--- src/rtl/uctl_ctrlahbtx_fill.sv ---
// uctl_ctrlahbtx_fill: splits a Tx DMA byte count into AHB read bursts, issuing each only when the Tx FIFO can take it whole.
module uctl_ctrlahbtx_fill #(
  parameter int CNTR_WD   = 20,
  parameter int ADDR_SIZE = 32,
  parameter int DATA_SIZE = 32
) (
  input  logic                 uctl_sysClk,
  input  logic                 uctl_sysRst_n,
  input  logic [CNTR_WD-1:0]   dmaTx2ctrl_len,
  input  logic                 dmaTx2ctrl_sRdWr,
  input  logic                 dmaTx2ctrl_stransEn,
  input  logic [ADDR_SIZE-1:0] dmaTx2ctrl_sRdAddr,
  output logic                 ctrl2dmaTx_dn,
  input  logic [4:0]           space_inFifo,
  input  logic                 ahbc2ctrl_ack,
  input  logic                 ahbc2ctrl_addrDn,
  input  logic                 ahbc2ctrl_dataDn,
  input  logic [31:0]          ahbc2ctrl_sRdAddr,
  output logic                 ctrl2ahbc_trEn,
  output logic [4:0]           ctrl2ahbc_beats,
  output logic [2:0]           ctrl2ahbc_hSize,
  output logic [ADDR_SIZE-1:0] ctrl2ahbc_sRdAddr,
  output logic                 ctrl2ahbc_sRdWr
);
  typedef enum logic [2:0] {IDLE, SPACECHK, SUBTRREQ, SUBTRANS, WTDDN, DONE} state_t;
  localparam int MAX_BYTES = 16 * (DATA_SIZE / 8);
  state_t               state_q, state_d;
  logic [CNTR_WD-1:0]   nbytes_q, nbytes_d, delta;
  logic [ADDR_SIZE-1:0] addr_q, addr_d;
  logic                 rdwr_q, rdwr_d, tren_q, tren_d, dn_q, dn_d, seen_q, seen_d;
  logic                 big, ge4, fits;
  logic [4:0]           need;
  // Full 16-beat bursts first, then one word burst for the remainder, then a byte burst for the tail.
  always_comb begin
    big   = |nbytes_q[CNTR_WD-1:6];
    ge4   = |nbytes_q[CNTR_WD-1:2];
    delta = big ? CNTR_WD'(MAX_BYTES) : ge4 ? CNTR_WD'({nbytes_q[6:2], 2'b00}) : nbytes_q;
    need  = big ? 5'd16 : ge4 ? nbytes_q[6:2] : 5'd1;
    fits  = space_inFifo >= need;
    ctrl2ahbc_beats = big ? 5'd16 : ge4 ? nbytes_q[6:2] : nbytes_q[4:0];
    ctrl2ahbc_hSize = ge4 ? 3'b010 : 3'b000;
  end
  always_comb begin
    state_d  = state_q;
    nbytes_d = nbytes_q;
    addr_d   = (ahbc2ctrl_addrDn && state_q != IDLE) ? ADDR_SIZE'(ahbc2ctrl_sRdAddr) : addr_q;
    rdwr_d   = rdwr_q;
    tren_d   = tren_q;
    seen_d   = seen_q;
    case (state_q)
      IDLE: if (dmaTx2ctrl_stransEn) begin
        nbytes_d = dmaTx2ctrl_len;
        addr_d   = dmaTx2ctrl_sRdAddr;
        rdwr_d   = dmaTx2ctrl_sRdWr;
        seen_d   = 1'b0;
        state_d  = SPACECHK;
      end
      // A job that issued bursts must wait for their data before reporting done.
      SPACECHK: if (nbytes_q == '0) state_d = (!seen_q || ahbc2ctrl_dataDn) ? DONE : WTDDN;
        else if (fits) begin
          tren_d  = 1'b1;
          state_d = SUBTRREQ;
        end
      SUBTRREQ: if (ahbc2ctrl_ack) begin
        nbytes_d = nbytes_q - delta;
        seen_d   = 1'b1;
        tren_d   = 1'b0;
        state_d  = ahbc2ctrl_addrDn ? SPACECHK : SUBTRANS;
      end
      SUBTRANS: state_d = ahbc2ctrl_addrDn ? SPACECHK : SUBTRANS;
      WTDDN:    state_d = ahbc2ctrl_dataDn ? DONE : WTDDN;
      default:  state_d = IDLE;
    endcase
    dn_d = state_d == DONE;
  end
  always_ff @(posedge uctl_sysClk or negedge uctl_sysRst_n)
    if (!uctl_sysRst_n) begin
      state_q  <= IDLE;
      nbytes_q <= '0;
      addr_q   <= '0;
      rdwr_q   <= 1'b0;
      tren_q   <= 1'b0;
      dn_q     <= 1'b0;
      seen_q   <= 1'b0;
    end else begin
      state_q  <= state_d;
      nbytes_q <= nbytes_d;
      addr_q   <= addr_d;
      rdwr_q   <= rdwr_d;
      tren_q   <= tren_d;
      dn_q     <= dn_d;
      seen_q   <= seen_d;
    end
  assign ctrl2dmaTx_dn     = dn_q;
  assign ctrl2ahbc_trEn    = tren_q;
  assign ctrl2ahbc_sRdAddr = addr_q;
  assign ctrl2ahbc_sRdWr   = rdwr_q;
endmodule

--- config.mk ---
export PLATFORM = sky130hd
export DESIGN_NAME = uctl_ctrlahbtx_fill
export DESIGN_NICKNAME = d
export VERILOG_FILES = /design/src/rtl/uctl_ctrlahbtx_fill.sv
export SDC_FILE = /design/constraint.sdc
export NUM_CORES = 1
export LEC_CHECK = 0
export CAP_MARGIN = 30
export CORE_MARGIN = 3
export CORE_UTILIZATION = 45
export DETAILED_ROUTE_END_ITERATION = 10
export DONT_BUFFER_PORTS = 1
export PLACE_DENSITY = 0.68
export SYNTH_ARGS = -nofsm -noshare
export SYNTH_HDL_FRONTEND = slang
export SYNTH_SLANG_ARGS = --single-unit
--- constraint.sdc ---
create_clock -name uctl_sysClk -period 10.3 [get_ports uctl_sysClk]
set_input_delay 3.09 -clock uctl_sysClk [delete_from_list [all_inputs] [get_ports uctl_sysClk]]
set_output_delay 3.09 -clock uctl_sysClk [all_outputs]
set_load 0.005 [all_outputs]
==> results of run 1 <==
through the flow:
stage / power (mW) / std cells
floorplan: 0.866 / 442
global placement: 0.970 / 520
detailed placement: 1.00 / 522
CTS: 1.22 / 537
global route: 1.32 / 538
finish: 1.22 / 538
registers in the layout, indices dropped and copies added (netlist names):
register	cells
ctrl2ahbc_sRdWr	1
ctrl2ahbc_sRdAddr	32
state_q	3
ctrl2dmaTx_dn	1
seen_q	1
nbytes_q	20
ctrl2ahbc_trEn	1
critical path, delay by kind of cell (launching register included):
kind,cells,cell delay (ps)
buffers and inverters,1,190
and+or+nand+nor,5,1390
DFF,1,400
cell usage in the layout, fill, tap and decap left out, drive strengths merged, types with 8 or more instances in the layout:
cell type / instances
o21ai: 23
nand2: 91
a22oi: 32
dfrtp: 59
ha: 19
a21oi: 32
clkbuf: 11
xnor2: 8
inv: 11
conb: 14
nor2: 34
area by class of cell:
type                       instances  area (um^2)
fill                             741         3840
inverter                          12         45.0
sequential                        59         1480
clock buffer                      11          151
clock inverter                     4         50.0
timing repair buffer               5         50.0
multi-input combinational        345         2060
tap                              102          128
cells by family after synthesis:
kind of cell | share of synthesized area
muxes | 0.00584
and+or+nand+nor | 0.215
AOI/OAI and AO/OA | 0.236
other | 0.00206
buffers and inverters | 0.0433
DFF | 0.405
adders and majority gates | 0.0708
xor gates and xnor gates | 0.0216
worst paths after layout:
| path | start | to | slack (ps) | depth (start not counted) |
|---|---|---|---|---|
| worst max-delay path | nbytes_q[13]$_DFFE_PN0P_ | ctrl2ahbc_beats[1] | 4890 | 6 |
| worst min-delay path | ctrl2ahbc_sRdAddr[29]$_DFF_PN0_ | ctrl2ahbc_sRdAddr[29]$_DFF_PN0_ | 510 | 2 |
| worst max register to register | nbytes_q[13]$_DFFE_PN0P_ | nbytes_q[17]$_DFFE_PN0P_ | 6220 | 13 |
| worst min register to register | ctrl2ahbc_sRdAddr[29]$_DFF_PN0_ | ctrl2ahbc_sRdAddr[29]$_DFF_PN0_ | 510 | 2 |
| max in group asynchronous | uctl_sysRst_n | state_q[1]$_DFF_PN0_ | 7710 | 0 |
| min in group asynchronous | uctl_sysRst_n | nbytes_q[0]$_DFFE_PN0P_ | 2440 | 0 |
power by group:
group	internal, mW	switching [mW]	total [mW]
Sequential	0.345	0.109	0.455
Clock	0.123	0.0927	0.216
Combinational	0.222	0.323	0.546
per-layer routing:
layer / GRT usage / vias to the layer above
met4: 0.0652 / 0
met3: 0.0735 / 10
met2: 0.334 / 146
met5: 0 / -
li1: - / 1517
met1: 0.242 / 1501
==> metrics, run 1 <==
WP data arrival=2320 ps; CP Cell Sequence=nor4_1 > nand4_1 > or2_2 > clkinv_1 > nand3_1 > nand2_1; Tightest Hold Check Type=register to register; status=completed; Pleak=1.79 nW; slowest CP cell=or2_2; syn_area_per_cell=8.47 um^2; die width=96.0 um; FFs w/ async S/R, synth=1.00; Die Y=96.0 um; Critical Path Start Type=register; Antenna diodes=0; worst hold slack=508 ps; max cap viols=0; dpl cell area=3760 um^2; clk slew on worst S/H paths=70 ps; pwr dens=307 nW/um^2; RD Place Congestion=0.807; setup TNS=0 ps; DR DRC count=0; wire per inst=17.2 um; crit-path max cell delay=460 ps; CTS max path bufs=2; largest net degree at the start of global routing=60; Via density=5.90; DRT Wirelength=9.25 mm; Post-Syn Area=3640 um^2; first-pass GRT wire length=14.4 mm; synth top area cells=dfrtp_1, nand2_1, a22oi_1; Synth top area share=0.405; metal2 WL=4.44 mm; DR top layer=met4; library cells used by synthesis=56; Post-Synthesis Cells=430; Final period util=0.525; # setup viols final=0; DRT iter0 DRCs=134; RSZ-0062 raised after global routing=false; Starting Density=0.467; Clock Tree Root=clkbuf_8; EDFF count, synth=0; via count=3174; Max FO, Critical Path=10; Total GRT Usage=0.201; DRT met1 WL=3.85 mm; vias in the first global route=3021; clk_lat worst skew=330 ps; Final Critical Period=5410 ps; Setup crit end kind=primary output; CTS tree=done; Top Ports=139; Post-CTS Resized=0; postcts setup bufs=0; pre-CTS setup slack=5190 ps; full die area=9210 um^2; Max Clock Skew=8.35 ps; Synth Warn #=0; CTS buffer count=9; kind of critical path=register to primary output; Nets=548; Worst-Margin Slew=861 ps; dpl hpwl=6.78 mm; Commonest cells post-synth=nand2_1, dfrtp_1, nor2_1; Syn-to-layout area delta=8.79%; WL met3=844 um; Port Buffer Count=0; Synth Register Bits=59; DRT Pass-1 Iters=5; top-count cell post-synth=nand2_1; sequential area share after synthesis=0.405; Fin. Hold Viols=0; antenna violations before repair=0; Max Slew Vio Count=0; row cnt=32; Slew HR=0.425; Setup WS post-layout=4890 ps; area leader, netlist=dfrtp_1; post-route cell area=3960 um^2; Core Area=7810 um^2; Top FF cell, synth=dfrtp_1; Final Core Density=0.508; total global routing overflow=0; ANT nets after route=0; H-tree depth=3; Sink Count=59; worst endpoint required time=7210 ps; CTS Hold Bufs=0; share of cells above drive strength 1=0.0711; Max Clock Freq=185 MHz; peak supply drop=0.000135 V
No activity file was read; power rests on OpenSTA's default activity.
==> run 2, diff against run 1 <==
--- a/config.mk
+++ b/config.mk
@@ -10,7 +10,7 @@
 export CORE_UTILIZATION = 45
 export DETAILED_ROUTE_END_ITERATION = 10
 export DONT_BUFFER_PORTS = 1
-export PLACE_DENSITY = 0.68
+export PLACE_DENSITY = 0.7
 export SYNTH_ARGS = -nofsm -noshare
 export SYNTH_HDL_FRONTEND = slang
 export SYNTH_SLANG_ARGS = --single-unit
==> constraint.sdc (replaced) <==
create_clock -name uctl_sysClk -period 4.33 [get_ports uctl_sysClk]
set_input_delay 1.299 -clock uctl_sysClk [delete_from_list [all_inputs] [get_ports uctl_sysClk]]
set_output_delay 1.299 -clock uctl_sysClk [all_outputs]
set_load 0.005 [all_outputs]
==> run 2 against run 1 <==
Against the previous run: combinational power is 130% higher; clock skew up 2.1 ps; die area unchanged; final area is 0.47% higher.
==> metrics, run 2 (synthesis results as in run 1) <==
Multi-input gate area=2060 um^2 (unchanged); antenna violations before repair=0 (unchanged); total global routing overflow=0 (unchanged); Starting Density=0.467 (unchanged); CTS Hold Bufs=0 (unchanged); CTS tree=done (unchanged); Antenna diodes=0 (unchanged); CTS buffer count=9 (unchanged); CP Cell Sequence=nor4_1 > nand4_1 > or2_2 > clkinv_1 > nand3_1 > ha_1 > nor2b_1 > nor2_1 > o311ai_2 > a311oi_4 > a21boi_0 > mux2i_1 > nand3_1 (was nor4_1 > nand4_1 > or2_2 > clkinv_1 > nand3_1 > nand2_1); Switching Share=0.423 (was 0.432); max cap viols=0 (unchanged); Final period util=0.900; Hold Crit Endpoint=ctrl2ahbc_sRdAddr[4]$_DFF_PN0_ (was ctrl2ahbc_sRdAddr[29]$_DFF_PN0_); Pleak=1.81 nW (was 1.79 nW); Fin. Hold Viols=0 (unchanged); FF-to-FF path depth=13 (unchanged); Clock Tree Root=clkbuf_8 (unchanged); setup TNS=0 ps (unchanged); kind of critical path=register to register (was register to primary output); Tightest Hold Check Type=register to register (unchanged); Max Slew Vio Count=0 (unchanged); status=completed (unchanged); Slew HR=0.396 (was 0.425); Post-CTS Resized=0 (unchanged); layer with the highest usage=met2 (unchanged); critical path's most frequent cell=nand3_1; Via density=5.88 (was 5.90); worst endpoint required time=4560 ps (was 7210 ps); crit-path max cell delay=470 ps (was 460 ps); Core Area=7810 um^2 (unchanged); RD Place Congestion=0.925 (was 0.807); placed instance count=524 (was 522); hold depth=2 (unchanged); most common cell after layout, fill and taps aside=nand2_1 (unchanged); # setup viols final=0 (unchanged); register area=1480 um^2 (unchanged); DR DRC count=0 (unchanged); ANT nets after route=0 (unchanged); Comb pwr share=0.435 (was 0.449); sequential share of power=0.368 (was 0.374); share of cells above drive strength 1=0.0732 (was 0.0711); via count=3172 (was 3174); Worst-Margin Slew=904 ps (was 861 ps); pwr dens=740 nW/um^2 (was 307 nW/um^2); r2r startpoint=nbytes_q[13]$_DFFE_PN0P_ (unchanged); wire per inst=17.1 um (was 17.2 um); vias in the first global route=3094 (was 3021); Top Ports=139 (unchanged); FF-to-FF End=nbytes_q[17]$_DFFE_PN0P_ (unchanged); RSZ-0062 raised after global routing=false (unchanged); WP data arrival=4130 ps (was 2320 ps); Worst path top cell family by delay=simple AND/OR/NAND/NOR gates (unchanged); Critical path buffers and inverters=1 (unchanged); Critical Path Start Type=register (unchanged); HP Start=ctrl2ahbc_sRdAddr[4]$_DFF_PN0_ (was ctrl2ahbc_sRdAddr[29]$_DFF_PN0_); die width=96.0 um (unchanged); M1 GR Usage=0.265 (was 0.242); first-pass GRT wire length=14.9 mm (was 14.4 mm); GR Util met3=0.0610 (was 0.0735); DRT Pass-1 Iters=4 (was 5); clock power share=0.196 (was 0.177); Nets=549 (was 548); Setup crit end kind=register (was primary output); grt met2 use=0.349 (was 0.334); dpl hpwl=6.58 mm (was 6.78 mm); DRT iter0 DRCs=184 (was 134); clk slew on worst S/H paths=70 ps (about the same); Final Critical Period=3900 ps; R2R setup slack=430 ps (was 6220 ps); final cell count without fillers=539 (was 538); row cnt=32 (unchanged); Fillers=734 (was 741); peak supply drop=0.000371 V (was 0.000135 V); Sink Count=59 (unchanged); CTS max path bufs=2 (unchanged); clk_lat worst skew=340 ps (was 330 ps); Port Buffer Count=0 (unchanged); max reg flops=32 (unchanged); postcts setup bufs=0 (unchanged); DRT Wirelength=9.20 mm (was 9.25 mm); slowest CP cell=or2_2 (unchanged); largest net degree at the start of global routing=60 (unchanged); H-tree depth=3 (unchanged); NetSw=1.25 mW (was 525 uW); Total GRT Usage=0.211 (was 0.201); Syn-to-layout area delta=9.31% (was 8.79%); Max Clock Skew=10.5 ps (was 8.35 ps); Max FO, Critical Path=10 (unchanged); most frequent cells in the layout=nand2_1, dfrtp_1, nor2_1, a22oi_1, a21oi_1 (unchanged); P_int=1.70 mW (was 691 uW); Die Y=96.0 um (unchanged); full die area=9210 um^2 (unchanged); Max Clock Freq=257 MHz
-- run 2: changes by cell type in the layout (fill, tap and decap cells not counted) --
cell / delta
buf_4: +4
clkinvlp_4: -2
clkinv_4: +1
bufinv_16: +1
buf_8: -2
buf_2: -1
-- run 2: layout make-up --
| type | count | share of cell area |
|---|---|---|
| well taps | 102 | 0.0321 |
| flip-flops and latches | 59 | 0.371 |
| repair buffers | 6 | 0.0113 |
| clock inverters | 4 | 0.0185 |
| multi-input cells | 345 | 0.518 |
| inverters | 12 | 0.0113 |
| clock buffers | 11 | 0.0380 |
-- run 2: routing by layer --
layer,vias to the layer above,part of all wire
met1,1480,0.41
met2,164,0.48
met3,11,0.098
met5,-,0
li1,1517,-
met4,0,0.011
-- run 2: power by group through the flow --
stage	sequential [mW]	clock [mW]	combinational (mW)
2_1_floorplan	0.995	0	1.07
3_3_place_gp	1.08	0	1.24
3_5_place_dp	1.08	0	1.28
4_1_cts	1.09	0.598	1.28
5_1_grt	1.13	0.612	1.48
6_report	1.08	0.578	1.28
-- run 2: worst max path at each step --
stage,from,endpoint,slack (ps),cells after the start
final,nbytes_q[13]$_DFFE_PN0P_,nbytes_q[17]$_DFFE_PN0P_,430,13
after CTS,nbytes_q[13]$_DFFE_PN0P_,nbytes_q[17]$_DFFE_PN0P_,420,13
after detailed placement,nbytes_q[13]$_DFFE_PN0P_,nbytes_q[17]$_DFFE_PN0P_,470,13
after global routing,nbytes_q[13]$_DFFE_PN0P_,nbytes_q[17]$_DFFE_PN0P_,110,13
after floorplan,nbytes_q[13]$_DFFE_PN0P_,nbytes_q[17]$_DFFE_PN0P_,820,14
after global placement,nbytes_q[13]$_DFFE_PN0P_,nbytes_q[17]$_DFFE_PN0P_,540,13
-- run 2: stage by stage --
stage	total power [mW]	area [um^2]	hold WS [ps]	setup WS (ps)	util
after floorplan	2.06	3690	466	819	-
after global placement	2.33	3760	493	544	0.481
after detailed placement	2.37	3760	496	467	0.481
after CTS	2.96	3980	516	425	0.510
after global routing	3.22	3980	539	112	0.510
final	2.94	3980	508	433	0.510
-- run 2: tightest hold or removal path: stages (launching register included) --
cell and delay [ps]:
dfrtp_1 370, nand2_1 60, nand2_1 60
==> run 3, diff against run 2 <==
--- a/config.mk
+++ b/config.mk
@@ -11,6 +11,7 @@
 export DETAILED_ROUTE_END_ITERATION = 10
 export DONT_BUFFER_PORTS = 1
 export PLACE_DENSITY = 0.7
+export SLEW_MARGIN = 20
 export SYNTH_ARGS = -nofsm -noshare
 export SYNTH_HDL_FRONTEND = slang
 export SYNTH_SLANG_ARGS = --single-unit
==> results of run 3 <==
Same layout as run 2: the final DEF is identical, and so are final timing and power.
